`config.mk`:
```
export PLATFORM = sky130hd
export DESIGN_NAME = link_pattern_gen
export DESIGN_NICKNAME = d
export VERILOG_FILES = /design/src/rtl/link_pattern_gen.sv
export SDC_FILE = /design/constraint.sdc
export NUM_CORES = 1
export LEC_CHECK = 0
export ABC_AREA = 1
export BUFFER_PORTS_ARGS = -buffer_cell sky130_fd_sc_hd__buf_2
export CAP_MARGIN = 20
export CORE_ASPECT_RATIO = 0.9
export CORE_MARGIN = 4
export CORE_UTILIZATION = 43
export CTS_CLUSTER_DIAMETER = 100
export DETAILED_ROUTE_END_ITERATION = 10
export PLACE_DENSITY = 0.67
export SYNTH_ARGS = -nofsm -noshare
export SYNTH_HDL_FRONTEND = slang
export SYNTH_SLANG_ARGS = --single-unit
```
`constraint.sdc`:
```
create_clock -name clk_bit -period 3.2 [get_ports clk_bit]
set_input_delay 0.48 -clock clk_bit [delete_from_list [all_inputs] [get_ports clk_bit]]
set_output_delay 0.48 -clock clk_bit [all_outputs]
set_load 0.02 [all_outputs]
```
`src/rtl/link_pattern_gen.sv`:
```
// rtl/link_pattern_gen.sv - burst traffic source (count / PRBS-7 / PRBS-15 / fixed) for the link TX data port
//
// Emits bursts of BURST_LEN words separated by GAP_LEN idle cycles while enable is high.
// Ports:
//   clk_bit        TX bit clock, all logic on the rising edge
//   rst            synchronous active-high reset
//   enable         level; start and keep generating bursts
//   mode           00 count, 01 PRBS-7, 10 PRBS-15, 11 fixed word
//   fixed_pattern  word sent in fixed mode
//   read_enable    TX accepts d_out this cycle
//   d_out          data word to TX
//   d_out_valid    d_out valid (high for the whole burst)
//   busy           high in any state other than IDLE
//   burst_done     one-cycle pulse after the last word of a burst is accepted
//   burst_count    completed bursts since reset, wraps
module link_pattern_gen #(
    parameter int W         = 8,
    parameter int BURST_LEN = 256,
    parameter int GAP_LEN   = 16
) (
    input  logic          clk_bit,
    input  logic          rst,
    input  logic          enable,
    input  logic [1:0]    mode,
    input  logic [W-1:0]  fixed_pattern,
    input  logic          read_enable,
    output logic [W-1:0]  d_out,
    output logic          d_out_valid,
    output logic          busy,
    output logic          burst_done,
    output logic [15:0]   burst_count
);

    localparam int WCW = (BURST_LEN > 1) ? $clog2(BURST_LEN) : 1;
    localparam int GCW = (GAP_LEN > 1) ? $clog2(GAP_LEN) : 1;
    localparam logic [WCW-1:0] LAST_WORD = WCW'(BURST_LEN - 1);
    localparam logic [GCW-1:0] LAST_GAP  = GCW'((GAP_LEN > 0) ? GAP_LEN - 1 : 0);
    localparam logic [14:0]    LFSR_SEED = '1;

    generate
        if (W < 4 || W > 16) begin : g_bad_w
            $error("link_pattern_gen: W must be in 4..16");
        end
        if (BURST_LEN < 1) begin : g_bad_burst_len
            $error("link_pattern_gen: BURST_LEN must be at least 1");
        end
    endgenerate

    typedef enum logic [1:0] {
        S_IDLE  = 2'd0,
        S_LOAD  = 2'd1,
        S_BURST = 2'd2,
        S_GAP   = 2'd3
    } state_e;

    state_e         state_q, state_d;
    logic [1:0]     mode_q, mode_d;
    logic [W-1:0]   fix_q, fix_d;
    logic [W-1:0]   cnt_q, cnt_d;       // next word to emit in count mode
    logic [14:0]    lfsr_q, lfsr_d;     // PRBS-7 uses bits [6:0] only
    logic [WCW-1:0] wc_q, wc_d;
    logic [GCW-1:0] gap_q, gap_d;
    logic [W-1:0]   dout_q, dout_d;
    logic           done_q, done_d;
    logic [15:0]    bcount_q, bcount_d;

    logic [1:0]     gen_mode;
    logic [W-1:0]   gen_fix;
    logic [W-1:0]   gen_cnt;
    logic [14:0]    gen_lfsr;
    logic           advance;
    logic [W+14:0]  prbs_res;

    // W LFSR steps in one cycle; the first generated bit lands in the word MSB.
    // Returns {word, next_state}.
    function automatic logic [W+14:0] prbs_advance(input logic [14:0] seed, input logic long_poly);
        logic [14:0]  s;
        logic [W-1:0] w;
        logic         b;
        s = seed;
        w = '0;
        for (int i = W - 1; i >= 0; i--) begin
            b    = long_poly ? (s[14] ^ s[13]) : (s[6] ^ s[5]);
            w[i] = b;
            s    = {s[13:0], b};
        end
        return {w, s};
    endfunction

    always_comb begin
        state_d  = state_q;
        mode_d   = mode_q;
        fix_d    = fix_q;
        cnt_d    = cnt_q;
        lfsr_d   = lfsr_q;
        wc_d     = wc_q;
        gap_d    = gap_q;
        dout_d   = dout_q;
        done_d   = 1'b0;
        bcount_d = bcount_q;

        // Generator inputs come from the latched copies except in LOAD, where the
        // first word is built straight from the live mode/pattern and a fresh seed.
        gen_mode = mode_q;
        gen_fix  = fix_q;
        gen_cnt  = cnt_q;
        gen_lfsr = lfsr_q;
        advance  = 1'b0;

        case (state_q)
            S_IDLE: begin
                if (enable) begin
                    state_d = S_LOAD;
                end
            end
            S_LOAD: begin
                mode_d   = mode;
                fix_d    = fixed_pattern;
                wc_d     = '0;
                cnt_d    = '0;
                lfsr_d   = LFSR_SEED;
                gen_mode = mode;
                gen_fix  = fixed_pattern;
                gen_cnt  = '0;
                gen_lfsr = LFSR_SEED;
                advance  = 1'b1;
                state_d  = S_BURST;
            end
            S_BURST: begin
                if (read_enable) begin
                    if (wc_q == LAST_WORD) begin
                        // No advance here so d_out keeps the last word through the gap.
                        done_d   = 1'b1;
                        bcount_d = bcount_q + 16'd1;
                        if (GAP_LEN > 0) begin
                            gap_d   = '0;
                            state_d = S_GAP;
                        end else begin
                            state_d = enable ? S_LOAD : S_IDLE;
                        end
                    end else begin
                        wc_d    = wc_q + WCW'(1);
                        advance = 1'b1;
                    end
                end
            end
            S_GAP: begin
                if (gap_q == LAST_GAP) begin
                    state_d = enable ? S_LOAD : S_IDLE;
                end else begin
                    gap_d = gap_q + GCW'(1);
                end
            end
            default: begin
                state_d = S_IDLE;
            end
        endcase

        prbs_res = prbs_advance(gen_lfsr, gen_mode == 2'b10);

        if (advance) begin
            case (gen_mode)
                2'b00: begin
                    dout_d = gen_cnt;
                    cnt_d  = gen_cnt + W'(1);
                end
                2'b01, 2'b10: begin
                    dout_d = prbs_res[W+14:15];
                    lfsr_d = prbs_res[14:0];
                end
                default: begin
                    dout_d = gen_fix;
                end
            endcase
        end
    end

    always_ff @(posedge clk_bit) begin
        if (rst) begin
            state_q  <= S_IDLE;
            mode_q   <= 2'b00;
            fix_q    <= '0;
            cnt_q    <= '0;
            lfsr_q   <= LFSR_SEED;
            wc_q     <= '0;
            gap_q    <= '0;
            dout_q   <= '0;
            done_q   <= 1'b0;
            bcount_q <= '0;
        end else begin
            state_q  <= state_d;
            mode_q   <= mode_d;
            fix_q    <= fix_d;
            cnt_q    <= cnt_d;
            lfsr_q   <= lfsr_d;
            wc_q     <= wc_d;
            gap_q    <= gap_d;
            dout_q   <= dout_d;
            done_q   <= done_d;
            bcount_q <= bcount_d;
        end
    end

    assign d_out       = dout_q;
    assign d_out_valid = (state_q == S_BURST);
    assign busy        = (state_q != S_IDLE);
    assign burst_done  = done_q;
    assign burst_count = bcount_q;

endmodule

```
==> impl_metrics.prom, run 1 <==
# TYPE chip_impl_metric gauge
chip_impl_metric{name="grt_pass1_vias",unit=""} 3683
chip_impl_metric{name="crit_arrival",unit="ps"} 3000
chip_impl_metric{name="number_of_design_rule_violations_left_by_the_first_detailed_router_iteration",unit=""} 193
chip_impl_metric{name="start_util",unit="%"} 44.3
chip_impl_metric{name="synth_cells",unit=""} 594
chip_impl_metric{name="clk-insertion-delay-late",unit="ps"} 350
chip_impl_metric{name="synth_seq_cells",unit=""} 72
chip_impl_metric{name="area_added_between_synthesis_and_finish",unit="%"} 12.4
chip_impl_metric{name="clock_skew",unit="ps"} 10.5
chip_impl_metric{name="synth_enable_flop_cells",unit=""} 0
chip_impl_metric{name="worst_slew_pin_slew",unit="ps"} 576
chip_impl_metric{name="detailroute.via_count",unit=""} 3787
chip_impl_info{name="clk_root_buffer_cell",value="clkbuf_8"} 1
chip_impl_metric{name="final_cell_area",unit="mm^2"} 0.00457
chip_impl_metric{name="drt_pass1_iterations",unit=""} 4
chip_impl_metric{name="synthesis.area",unit="mm^2"} 0.00406
chip_impl_metric{name="drv_slew",unit=""} 0
chip_impl_metric{name="cts_hold_buf",unit=""} 0
chip_impl_metric{name="setup-violations-final",unit=""} 0
chip_impl_metric{name="core",unit="mm^2"} 0.00917
chip_impl_info{name="critical_path.cell_chain",value="inv_1 -> ha_1 -> buf_4 -> o21ai_0 -> ha_1 -> clkinv_1 -> nand3_1 -> a21boi_0 -> nand2_1 -> nand3_1 -> nand2_1 -> a21oi_2"} 1
chip_impl_info{name="worstSetupPathType",value="reg2reg"} 1
chip_impl_metric{name="cap_viol_max_count",unit=""} 0
chip_impl_metric{name="grt_pass1_wl",unit="um"} 16300
chip_impl_info{name="run_status",value="complete, no violations"} 1
chip_impl_metric{name="ioPinCount",unit=""} 41
chip_impl_metric{name="route.detailed.drc",unit=""} 0
chip_impl_metric{name="cts_post_setup_buffers_inserted",unit=""} 0
chip_impl_info{name="start_kind",value="flop"} 1
chip_impl_metric{name="vdd_drop_max",unit="mV"} 0.354
chip_impl_metric{name="fin_nets",unit=""} 658
chip_impl_metric{name="critical_path.max_stage_delay",unit="ps"} 360
chip_impl_metric{name="grt.overflow.total",unit=""} 0
chip_impl_info{name="hold_path_class",value="in2reg"} 1
chip_impl_metric{name="static-leakage-power",unit="uW"} 0.00204
chip_impl_metric{name="cts_resized",unit=""} 0
chip_impl_metric{name="ctsHtreeMaxLevel",unit=""} 3
chip_impl_metric{name="synth-seq-area-share",unit="%"} 35.5
chip_impl_metric{name="synth_area_per_cell",unit="um^2"} 6.84
chip_impl_metric{name="fin_setup_tns",unit="ps"} 0
chip_impl_info{name="critical-path-top-delay-family",value="compound AO/OA/AOI/OAI gates"} 1
chip_impl_metric{name="synth_async_sr_flop_share",unit="%"} 0
chip_impl_metric{name="postSynthNetCount",unit=""} 621
chip_impl_metric{name="grt_max_degree",unit=""} 37
chip_impl_metric{name="postRouteWirelength",unit="um"} 9550
chip_impl_metric{name="chipWidth",unit="um"} 110
chip_impl_metric{name="timing_hold_violations_final",unit=""} 0
chip_impl_metric{name="cts-root-to-sink-buffers",unit=""} 2
chip_impl_metric{name="route.antenna.remaining_nets",unit=""} 0
chip_impl_metric{name="detail_route.wl_per_cell",unit="um"} 12.6
chip_impl_metric{name="finish.cell_count_without_fillers",unit=""} 758
chip_impl_metric{name="post-layout-total-power",unit="uW"} 3220
chip_impl_metric{name="detailedPlacementHpwl",unit="um"} 6820
chip_impl_metric{name="drive_above_1_share",unit="%"} 14.8
chip_impl_metric{name="gp_routability_congestion",unit=""} 0.912
chip_impl_metric{name="max_slew_margin",unit="%"} 61.5
chip_impl_metric{name="port_buffers",unit=""} 40
chip_impl_metric{name="layout_min_cycle_time",unit="ps"} 2710
chip_impl_info{name="critical_path_end_type",value="flop"} 1
chip_impl_metric{name="postPlaceCellArea",unit="mm^2"} 0.00432
chip_impl_metric{name="num_cts_buffers",unit=""} 9
chip_impl_metric{name="critPathBufInv",unit=""} 3
chip_impl_metric{name="clkSlewWorstSetupHoldPaths",unit="ps"} 80
chip_impl_metric{name="antenna_found_initial",unit=""} 0
chip_impl_metric{name="synth_cell_types",unit=""} 41
chip_impl_metric{name="drt-vias-per-instance",unit=""} 5.00
chip_impl_metric{name="timing.fmax",unit="MHz"} 369
chip_impl_info{name="cts_tree",value="done"} 1
chip_impl_info{name="unrepaired_setup_endpoints_after_global_routing",value="no"} 1
chip_impl_metric{name="finalHoldWorstSlack",unit="ps"} 393
chip_impl_info{name="crit_slowest_cell",value="dfxtp_1"} 1
chip_impl_metric{name="die-height",unit="um"} 100
chip_impl_metric{name="worst_ep_required_time",unit="ps"} 3490
chip_impl_metric{name="numClockSinks",unit=""} 72
chip_impl_metric{name="fp.dieArea",unit="mm^2"} 0.0111
chip_impl_metric{name="synth.yosys.warnings",unit=""} 0
chip_impl_metric{name="grt_util_all_layers",unit="%"} 17.4
chip_impl_info{name="synthFlopType",value="dfxtp_1"} 1
chip_impl_metric{name="power_density_cells",unit="mW/mm^2"} 705
chip_impl_metric{name="path_max_fanout",unit=""} 10
chip_impl_metric{name="n_antenna_cell",unit=""} 0
chip_impl_metric{name="numPlacedInstances",unit=""} 742
chip_impl_metric{name="timing.final.crit_share",unit="%"} 84.8
chip_impl_metric{name="floorplan.rows",unit=""} 33
synth_stat cells, types with 2 or more instances:
library cell    n  area, um^2
nand2_2        11        68.8
nand2_4         2        22.5
inv_1          50         188
nor3_1         12        60.1
a21oi_2         6        52.6
nand3b_1        2        15.0
or2_2           3        18.8
xor2_1          7        61.3
o21ai_0        27         135
buf_2           4        20.0
buf_6           5        56.3
nand4_1         4        25.0
ha_1           13         163
mux2i_1         8        80.1
nand2_1       180         676
buf_1           2        7.51
inv_2           2        7.51
xnor2_1         6        52.6
nor2_1         64         240
nand3_1        47         235
dfxtp_1        72        1440
nor3b_1         2        15.0
a21oi_1        38         190
o21ai_1         2        10.0
nor3_2          2        20.0
clkinv_1        2        7.51
clkbuf_1        7        26.3
cell usage in the layout, fill, tap and decap left out, types with 4 or more instances in the layout:
cell,netlist,final
nor2_1,64,64
nand3_1,47,47
xor2_1,7,7
nand4_1,4,4
a21oi_2,6,6
nand2_1,180,180
nor3_1,12,12
ha_1,13,13
nand2_2,11,11
dfxtp_1,72,72
xnor2_1,6,6
o21ai_0,27,27
a21oi_1,38,38
buf_2,4,40
mux2i_1,8,8
inv_1,50,50
buf_4,1,6
clkbuf_8,0,10
cells by family after synthesis:
logic type	after synthesis	synth area share (%)
AND/OR/NAND/NOR	336	36.5
AO/OA/AOI/OAI	78	10.8
buffers and inverters	74	8.38
flip-flops	72	35.5
XOR/XNOR	13	2.80
adder cells (fa/ha/maj)	13	4.00
multiplexers	8	1.97
path summary, 6_finish.rpt:
path / startpoint / to / slack [ps] / cells after the start
max: state_q[1] / d_out[7] / 490 / 12
min: fixed_pattern[6] / fix_q[6] / 390 / 3
max reg2reg: state_q[1] / d_out[7] / 490 / 12
min reg2reg: wc_q[4] / wc_q[4] / 470 / 1
per-stage QoR:
stage / util [%] / setup WS (ps)
final: 49.8 / 487
after CTS: 49.8 / 485
after global routing: 49.8 / 215
after floorplan: - / 619
after global placement: 47.2 / 662
after detailed placement: 47.2 / 527
layout make-up:
cell class	instances	area (um^2)
Fill cell	932	4600
Multi-Input combinational cell	448	2280
Sequential cell	72	1440
Timing Repair Buffer	46	245
Inverter	54	203
Tap cell	122	153
Clock buffer	11	141
Clock inverter	5	104
power by group:
| group | leakage, uW | internal [uW] | switching (uW) | total (uW) |
|---|---|---|---|---|
| registers | 0.000583 | 1010 | 69.9 | 1080 |
| clock network | 0.000124 | 540 | 350 | 890 |
| logic | 0.00133 | 389 | 864 | 1250 |
routing by layer:
layer | vias up | global-route usage [%] | routed length [um]
li1 | 1968 | - | -
met1 | 1726 | 22.5 | 4680
met2 | 84 | 29.5 | 4420
met3 | 9 | 3.25 | 358
met4 | 0 | 5.87 | 94
met5 | - | 0 | 0
state kept, by name, indices dropped and copies added, names as in the netlist:
name,cells
cnt_q,8
gap_q,4
d_out,8
wc_q,8
lfsr_q,15
burst_done,1
mode_q,2
state_q,2
fix_q,8
burst_count,16
worst reg2reg max path, cell delays in order (launching register included):
cell      delay (ps)
dfxtp_1          360
inv_1            110
ha_1             230
buf_4            190
o21ai_0          330
ha_1             360
clkinv_1         280
nand3_1          180
a21boi_0         270
nand2_1           90
nand3_1           80
nand2_1           60
a21oi_2          120
Note: power is estimated with default switching activity, not from simulation.
==> inputs of run 2 (changes only) <==
==> constraint.sdc (replaced) <==
create_clock -name clk_bit -period 2.6 [get_ports clk_bit]
set_input_delay 0.39 -clock clk_bit [delete_from_list [all_inputs] [get_ports clk_bit]]
set_output_delay 0.39 -clock clk_bit [all_outputs]
set_load 0.02 [all_outputs]
==> run 2 against run 1 <==
Critical path depth fell by 2. Combinational power rose by 29%. Register-to-register slack got worse by 250 ps. Global-route usage rose by 0.79 points. Maximum frequency rose by 15%. Non-clock buffer count rose by 4. Sequential power rose by 24%. First-iteration DRC count fell by 14%. Critical endpoint is now lfsr_q[10]. Largest cell class unchanged. Highest routed layer unchanged.
==> impl_metrics.prom, run 2 (synthesis gave the netlist of run 1 again) <==
# TYPE chip_impl_metric gauge
chip_impl_info{name="run_status",value="complete, no violations"} 1
chip_impl_metric{name="largest_register_ffs",unit=""} 16
chip_impl_metric{name="combPwrFrac",unit="%"} 41.1
chip_impl_metric{name="num_cts_buffers",unit=""} 9
chip_impl_metric{name="fin_setup_tns",unit="ps"} 0
chip_impl_metric{name="sequentialPowerShare",unit="%"} 34.0
chip_impl_metric{name="route.detailed.drc",unit=""} 0
chip_impl_metric{name="clk-insertion-delay-late",unit="ps"} 350
chip_impl_metric{name="ioPinCount",unit=""} 41
chip_impl_metric{name="gp_routability_congestion",unit=""} 0.951
chip_impl_metric{name="worst_hold_path.num_cells",unit=""} 3
chip_impl_info{name="worstSetupPathType",value="reg2reg"} 1
chip_impl_metric{name="timing.final.crit_share",unit="%"} 90.9
chip_impl_metric{name="numClockSinks",unit=""} 72
chip_impl_info{name="hold_path_class",value="in2reg"} 1
chip_impl_metric{name="cts-root-to-sink-buffers",unit=""} 2
chip_impl_metric{name="grt_util_all_layers",unit="%"} 18.2
chip_impl_metric{name="max_slew_margin",unit="%"} 55.5
chip_impl_metric{name="worst_slew_pin_slew",unit="ps"} 666
chip_impl_info{name="layout_commonest_cell",value="nand2_1"} 1
chip_impl_metric{name="setup-violations-final",unit=""} 0
chip_impl_metric{name="antenna_found_initial",unit=""} 0
chip_impl_metric{name="timing_hold_violations_final",unit=""} 0
chip_impl_metric{name="clock_skew",unit="ps"} 11.9
chip_impl_metric{name="power_report.internal_total",unit="uW"} 2340
chip_impl_metric{name="timing.fmax",unit="MHz"} 423
chip_impl_metric{name="drt-vias-per-instance",unit=""} 5.03
chip_impl_metric{name="static-leakage-power",unit="uW"} 0.00205
chip_impl_metric{name="grt.overflow.total",unit=""} 0
chip_impl_metric{name="power_density_cells",unit="mW/mm^2"} 855
chip_impl_metric{name="ctsHtreeMaxLevel",unit=""} 3
chip_impl_metric{name="path_max_fanout",unit=""} 23
chip_impl_metric{name="postRouteWirelength",unit="um"} 9850
chip_impl_metric{name="switchingPower",unit="uW"} 1590
chip_impl_info{name="clk_root_buffer_cell",value="clkbuf_8"} 1
chip_impl_metric{name="start_util",unit="%"} 44.3
chip_impl_metric{name="die-height",unit="um"} 100
chip_impl_metric{name="n_antenna_cell",unit=""} 0
chip_impl_metric{name="grt_max_degree",unit=""} 37
chip_impl_metric{name="route.antenna.remaining_nets",unit=""} 0
chip_impl_info{name="critical_path_end_type",value="flop"} 1
chip_impl_metric{name="area_added_between_synthesis_and_finish",unit="%"} 13.0
chip_impl_metric{name="drv_slew",unit=""} 0
chip_impl_info{name="start_kind",value="flop"} 1
chip_impl_metric{name="worstRegToRegCells",unit=""} 10
chip_impl_metric{name="clkPwrFrac",unit="%"} 24.9
chip_impl_metric{name="drt_pass1_iterations",unit=""} 5
chip_impl_metric{name="grt_pass1_vias",unit=""} 3719
chip_impl_metric{name="drive_above_1_share",unit="%"} 15.6
chip_impl_metric{name="detail_route.wl_per_cell",unit="um"} 12.9
chip_impl_info{name="unrepaired_setup_endpoints_after_global_routing",value="no"} 1
chip_impl_metric{name="chipWidth",unit="um"} 110
chip_impl_metric{name="vdd_drop_max",unit="mV"} 0.383
chip_impl_info{name="most-common-layout-cells",value="nand2_1 (180), dfxtp_1 (71), nor2_1 (64)"} 1
chip_impl_metric{name="layout_min_cycle_time",unit="ps"} 2360
chip_impl_metric{name="worst_ep_required_time",unit="ps"} 2880
chip_impl_metric{name="core",unit="mm^2"} 0.00917
chip_impl_metric{name="p_sw_share",unit="%"} 40.4
chip_impl_metric{name="cap_viol_max_count",unit=""} 0
chip_impl_metric{name="grt_pass1_wl",unit="um"} 17000
chip_impl_metric{name="detailroute.via_count",unit=""} 3834
chip_impl_metric{name="fp.dieArea",unit="mm^2"} 0.0111
chip_impl_metric{name="fin_nets",unit=""} 662
chip_impl_metric{name="port_buffers",unit=""} 40
chip_impl_metric{name="floorplan.rows",unit=""} 33
chip_impl_metric{name="cts_hold_buf",unit=""} 0
chip_impl_metric{name="filler_cell_count",unit=""} 914
chip_impl_metric{name="number_of_design_rule_violations_left_by_the_first_detailed_router_iteration",unit=""} 166
chip_impl_metric{name="detailedPlacementHpwl",unit="um"} 7180
chip_impl_metric{name="finish.utilization",unit="%"} 50.1
chip_impl_info{name="cts_tree",value="done"} 1
chip_impl_metric{name="clkSlewWorstSetupHoldPaths",unit="ps"} 70
chip_impl_metric{name="crit_arrival",unit="ps"} 2640
[run 2: through the flow]
| step | hold WS [ps] | power [uW] | area [um^2] | worst slack [ps] | instances |
|---|---|---|---|---|---|
| floorplan | 441 | 2570 | 4060 | 18.5 | 594 |
| global placement | 454 | 2890 | 4350 | 211 | 746 |
| detailed placement | 464 | 2920 | 4350 | 43.7 | 746 |
| CTS | 300 | 3900 | 4570 | 36.4 | 762 |
| global route | 324 | 4210 | 4590 | 44.7 | 762 |
| finish | 315 | 3930 | 4590 | 236 | 762 |
[run 2: worst paths after layout]
path,startpoint,endpoint,slack (ps)
setup / recovery,state_q[1],lfsr_q[10],240
hold / removal,fixed_pattern[0],fix_q[0],310
setup reg to reg,state_q[1],lfsr_q[10],240
hold reg to reg,d_out[7],d_out[7],480
[run 2: cell type report]
class / count / area, um^2 / share of cell area [%]
Multi-Input combinational cell: 448 / 2300 / 50.0
Sequential cell: 72 / 1440 / 31.4
Timing Repair Buffer: 50 / 283 / 6.16
Inverter: 54 / 203 / 4.41
Tap cell: 122 / 153 / 3.32
Clock buffer: 13 / 149 / 3.24
Clock inverter: 3 / 65.1 / 1.42
[run 2: power groups by stage]
| stage | clock network, uW | registers, uW | logic, uW |
|---|---|---|---|
| global route | 1050 | 1350 | 1810 |
| detailed placement | 0 | 1350 | 1570 |
| global placement | 0 | 1350 | 1540 |
| CTS | 1000 | 1330 | 1570 |
| floorplan | 0 | 1370 | 1200 |
| finish | 978 | 1340 | 1610 |
[run 2: metal layers]
metal	up-vias	track usage, %	share of wire [%]
met3	13	4.34	5.3
li1	1982	-	-
met4	0	6.25	1.2
met5	-	0	0
met1	1742	24.3	49
met2	97	29.1	45
[run 2: critical path, stage by stage, from the launching register on]
cell	delay, ps
dfxtp_1	380
inv_2	90
ha_4	200
buf_8	170
nand2_1	80
o21ai_0	170
ha_1	400
clkinv_1	250
nand2_2	330
o21ai_0	150
nand3_1	80
[run 2: what timing repair did]
item                       in CTS  in global routing
setup endpoints to repair       0                 28
buffers inserted                0                  0
resized for setup               0                  9
